<file path="src/rtl/uart_rx_byte.sv">
// uart_rx_byte: 8N1 serial receiver with a registered byte and a sticky rdy/clr_rdy handshake.
// Defining UART_RX_FRAME_ERR_EN adds the frame_err output (stop bit sampled low).
module uart_rx_byte #(
    parameter int unsigned BAUD_DIV = 5208
) (
    input  logic       clk,
    input  logic       rst_n,
    input  logic       RX,
    input  logic       clr_rdy,
    output logic [7:0] rx_data,
    output logic       rdy
`ifdef UART_RX_FRAME_ERR_EN
    ,
    output logic       frame_err
`endif
);

    typedef enum logic [1:0] {
        IDLE    = 2'd0,
        RECEIVE = 2'd1
    } state_t;

    // baud_cnt holds the clocks remaining up to and including the sample clock,
    // so a load of N samples N clocks later and a reload of BAUD_DIV gives one bit period.
    localparam logic [15:0] HALF_CNT = 16'(BAUD_DIV / 2);
    localparam logic [15:0] FULL_CNT = 16'(BAUD_DIV);

    state_t      state, state_nxt;
    logic        rx_meta, rx_s, rx_prev;
    logic [15:0] baud_cnt, baud_nxt;
    logic [3:0]  bit_cnt, bit_nxt;
    logic [8:0]  shifter, shift_nxt;
    logic [7:0]  data_nxt;
    logic        rdy_nxt;
`ifdef UART_RX_FRAME_ERR_EN
    logic        ferr_nxt;
`endif

    // Sync chain presets high so reset can never look like a falling start edge.
    always_ff @(posedge clk or negedge rst_n) begin
        if (!rst_n) begin
            rx_meta <= 1'b1;
            rx_s    <= 1'b1;
            rx_prev <= 1'b1;
        end else begin
            rx_meta <= RX;
            rx_s    <= rx_meta;
            rx_prev <= rx_s;
        end
    end

    always_ff @(posedge clk or negedge rst_n) begin
        if (!rst_n) begin
            state    <= IDLE;
            baud_cnt <= 16'd0;
            bit_cnt  <= 4'd0;
            shifter  <= 9'd0;
            rx_data  <= 8'h00;
            rdy      <= 1'b0;
`ifdef UART_RX_FRAME_ERR_EN
            frame_err <= 1'b0;
`endif
        end else begin
            state    <= state_nxt;
            baud_cnt <= baud_nxt;
            bit_cnt  <= bit_nxt;
            shifter  <= shift_nxt;
            rx_data  <= data_nxt;
            rdy      <= rdy_nxt;
`ifdef UART_RX_FRAME_ERR_EN
            frame_err <= ferr_nxt;
`endif
        end
    end

    always_comb begin
        state_nxt = state;
        baud_nxt  = baud_cnt;
        bit_nxt   = bit_cnt;
        shift_nxt = shifter;
        data_nxt  = rx_data;
        rdy_nxt   = rdy;
`ifdef UART_RX_FRAME_ERR_EN
        ferr_nxt  = frame_err;
`endif

        // Clear first; a frame completing in the same cycle overrides it below.
        if (clr_rdy) begin
            rdy_nxt = 1'b0;
`ifdef UART_RX_FRAME_ERR_EN
            ferr_nxt = 1'b0;
`endif
        end

        case (state)
            IDLE: begin
                if (rx_prev && !rx_s) begin
                    state_nxt = RECEIVE;
                    baud_nxt  = HALF_CNT;
                    bit_nxt   = 4'd0;
                    rdy_nxt   = 1'b0;
`ifdef UART_RX_FRAME_ERR_EN
                    ferr_nxt  = 1'b0;
`endif
                end
            end
            RECEIVE: begin
                if (baud_cnt == 16'd1) begin
                    shift_nxt = {rx_s, shifter[8:1]};
                    baud_nxt  = FULL_CNT;
                    bit_nxt   = bit_cnt + 4'd1;
                    if (bit_cnt == 4'd0 && rx_s) begin
                        state_nxt = IDLE;
                    end else if (bit_cnt == 4'd9) begin
                        // shifter holds start..bit7; the data byte is its top eight bits
                        state_nxt = IDLE;
                        data_nxt  = shifter[8:1];
                        rdy_nxt   = 1'b1;
`ifdef UART_RX_FRAME_ERR_EN
                        ferr_nxt  = ~rx_s;
`endif
                    end
                end else begin
                    baud_nxt = baud_cnt - 16'd1;
                end
            end
            default: state_nxt = IDLE;
        endcase
    end

endmodule

</file>
<file path="config.mk">
export PLATFORM = sky130hd
export DESIGN_NAME = uart_rx_byte
export DESIGN_NICKNAME = d
export VERILOG_FILES = /design/src/rtl/uart_rx_byte.sv
export SDC_FILE = /design/constraint.sdc
export NUM_CORES = 1
export LEC_CHECK = 0
export ABC_AREA = 1
export BUFFER_PORTS_ARGS = -buffer_cell sky130_fd_sc_hd__buf_4
export CORE_AREA = 8 8 95 97
export DETAILED_ROUTE_END_ITERATION = 10
export DIE_AREA = 0 0 103 105
export PLACE_DENSITY = 0.57
export SLEW_MARGIN = 40
export SYNTH_ARGS = -nofsm -noshare
export SYNTH_HDL_FRONTEND = slang
export SYNTH_SLANG_ARGS = --single-unit
export TNS_END_PERCENT = 50
</file>
<file path="constraint.sdc">
create_clock -name clk -period 1.4 [get_ports clk]
set_input_delay 0.14 -clock clk [delete_from_list [all_inputs] [get_ports clk]]
set_output_delay 0.14 -clock clk [all_outputs]
set_load 0.005 [all_outputs]
</file>
==> run_results.csv <==
group,metric,value,unit
detailed_routing,vias_per_cell,4.38,
detailed_routing,wl_per_cell,12.7,microns
floorplanning,die_area,10800,sq um
detailed_routing,drc,0,
place,finalWeightedCongestion,0.804,
yosys,synth_warnings,0,
worst_setup_path,r2r-start,"baud_cnt[2]",
yosys,yosysUniqueCellTypes,26,
yosys,syn_nets,282,
clock_network,cts_buffers,5,
pwr,ir_drop,0.547,mV
sta,relSlewSlack,63.0,%
floorplanning,rows,32,
detailed_routing,postRouteAntennaNets,0,
worst_setup_path,cp-startpoint,"baud_cnt[2]",
floorplanning,ios,13,
global_route,grt_pass1_vias,1870,
place,dp.cells,405,
yosys,syn-cell-area,2190,sq um
pwr,p_total,4490,uW
pwr,netSwitchingFraction,38.5,%
final_layout,syn2layout_area_growth,32.0,%
clock_network,cts_max_path_buffers,2,
yosys,ys_top_cells_by_area,"dfrtp_1, nand2_1, nand3_1",
worst_setup_path,worstSetupPathType,"register to register",
pwr,power_frac_seq,37.6,%
worst_setup_path,crit_slowest_cell,"dfrtp_1",
final_layout,antenna_cells,0,
worst_setup_path,crit_arrival,1.66,ns
place,dp_hpwl,3640,microns
global_route,antenna_found_initial,0,
yosys,synth.yosys.seq_area_share,47.1,%
worst_setup_path,cp_cell_sequence,"nor2_4 -> nand2_4 -> nor2_4 -> nand2_8 -> buf_12 -> o21ai_1 -> nand2_1",
final_layout,fin_nets,332,
sta,skew,0.0109,ns
yosys,yosysTopAreaCellShare,43.5,%
floorplanning,start_util,29.1,%
run_status,violations,"negative setup slack",
clock_network,cts_tree,"yes",
sta,fin_crit,1.47,ns
final_layout,layout-drive-gt1-share,31.8,%
place,pre_cts_slack,-0.125,ns
yosys,synthArstFlopShare,100,%
clock_network,htreeDepth,2,
yosys,postSynthCellCount,273,
detailed_routing,drt-met1-wl,2520,microns
pwr,internal_power,2760,uW
yosys,synth.most_common_cell,"nand2_1",
detailed_routing,first_pass_iters,4,
sta,fmax,680,MHz
global_route,overflow,0,
sta,finalSetupViolCount,26,
worst_setup_path,crit_fanout,7,
sta,post-route-period-util,105,%
sta,hold_viol,0,
yosys,yosys.area.top_type,"dfrtp_1",
flow_run,drv_cap,0,
run_status,status,"finished, violations left",
floorplanning,die_w,103,microns
yosys,synth.avg_cell_area,8.02,sq um
clock_network,clock-root-buffer,"clkbuf_8",
floorplanning,coreArea,7530,sq um
floorplanning,dieHeight,105,microns
pwr,p_sw,1730,uW
detailed_routing,wl_met2,2760,microns
clock_network,clkTransAtPathRegs,0.09,ns
worst_setup_path,crit_path_end_kind,"register",
worst_setup_path,cp_slowest_stage_delay,0.45,ns
sta,setup_tns,-0.659,ns
detailed_routing,routed-wl-met3,77,microns
clock_network,cts_sinks,41,
yosys,ys.flop_type,"dfrtp_1",
worst_setup_path,regToRegEndpoint,"rx_data[7]",
sta,rsz0062_at_grt,"yes",
worst_setup_path,cp-start-kind,"register",
place,io_buffers,12,
global_route,grt_max_degree,42,
yosys,synthTopCellsByCount,"nand2_1, dfrtp_1, inv_1",
worst_setup_path,ff2ff_setup_slack,-0.07,ns
pwr,clock_power_share,22.3,%
final_layout,final_cells,426,
global_route,grt_pass1_wl,9060,microns
sta,tightest_slew,0.555,ns
global_route,gr-usage-all-layers,10.5,%
worst_setup_path,required,1.58,ns
worst_setup_path,ff2ff_path_depth,7,
worst_setup_path,path_common_cell,"nor2_4",
worst_setup_path,crit_end,"rx_data[7]",
sta,fin_ws,-0.0709,ns
worst_hold_path,min_path_type,"primary input to register",
clock_network,insertion_delay,0.30,ns
detailed_routing,dr.first_iter.drc_count,63,
sta,finalMaxSlewViolations,0,
pwr,power.density,1550,nW/um^2
detailed_routing,num_vias,1868,
yosys,yosys_register_bits,41,
pwr,pwr-share-comb,40.1,%
detailed_routing,wl,5400,microns
pwr,leakagePower,0.00143,uW
detailed_routing,highest-signal-layer,"met4",
yosys,synth_edf_count,0,
## state kept, by name, indices dropped and copies added (netlist names)
name      flops
baud_cnt     16
rx_s          1
bit_cnt       4
rdy           1
rx_meta       1
rx_data       8
rx_prev       1
state         1
shifter       8
## stage by stage
step | instance area [sq um] | util (%) | hold slack (ns)
2_1_floorplan | 2190 | - | -0.156
3_3_place_gp | 2540 | 33.7 | 0.167
3_5_place_dp | 2540 | 33.7 | 0.170
4_1_cts | 2810 | 37.3 | 0.109
5_1_grt | 2890 | 38.4 | 0.116
6_report | 2890 | 38.4 | 0.125
## timing repair
action	CTS	global route
endpoints found under the setup margin	28	37
hold buffers	2	0
buffers inserted	7	3
hold endpoints to repair	39	0
gates resized for setup	17	19
cloned	1	0
pin swaps	9	11
## worst max-delay path, delay by kind of cell (launching register included)
family | cells | cell delay, ns
AND/OR/NAND/NOR | 5 | 0.65
buffers and inverters | 1 | 0.16
AO/OA/AOI/OAI | 1 | 0.11
flip-flops | 1 | 0.45
## logic make-up after synthesis
| kind of cell | synth area share (%) |
|---|---|
| XOR/XNOR | 2.00 |
| AND/OR/NAND/NOR | 33.0 |
| flip-flops | 47.1 |
| AO/OA/AOI/OAI | 8.58 |
| adder cells (fa/ha/maj) | 2.86 |
| buffers and inverters | 6.46 |
## metal layers
metal	global-route usage (%)	vias up
met2	17.9	10
met1	12.9	897
li1	-	959
met3	1.66	2
met5	0	-
met4	3.31	0
## cell type report
cell class / instances / area, sq um
timing repair buffer: 46 / 363
inverter: 29 / 116
clock inverter: 3 / 46.3
fill: 812 / 4640
sequential: 41 / 1030
multi-input combinational: 200 / 1130
tap: 102 / 128
clock buffer: 5 / 68.8
## worst min-delay path by stage
stage               cells past startpoint    start           end  slack [ns]
floorplan                               0    rst_n   baud_cnt[0]       -0.16
global placement                        1    rst_n  baud_cnt[11]        0.17
detailed placement                      1    rst_n   baud_cnt[5]        0.17
CTS                                     3  clr_rdy           rdy        0.11
global route                            3  clr_rdy           rdy        0.12
finish                                  3  clr_rdy           rdy        0.12
## cell usage in the layout, fill, tap and decap left out, types with 5 or more instances in the layout
master    count
a21oi_1       5
buf_4        43
clkbuf_8      5
dfrtp_1      36
inv_1        23
nand2_1      87
nand2_2       8
nand3_1      18
nor2_1       14
nor2_2        7
nor2_4        9
o21ai_0       6
o21ai_1      11
o21ai_2       6
## power groups by stage
stage          Sequential, uW  Clock (uW)  Combinational, uW
2_1_floorplan            1660           0                948
3_3_place_gp             1680           0               1480
3_5_place_dp             1690           0               1510
4_1_cts                  1680        1040               1720
5_1_grt                  1720        1080               2040
6_report                 1690        1000               1800
Power figures use the tool's default switching activity.
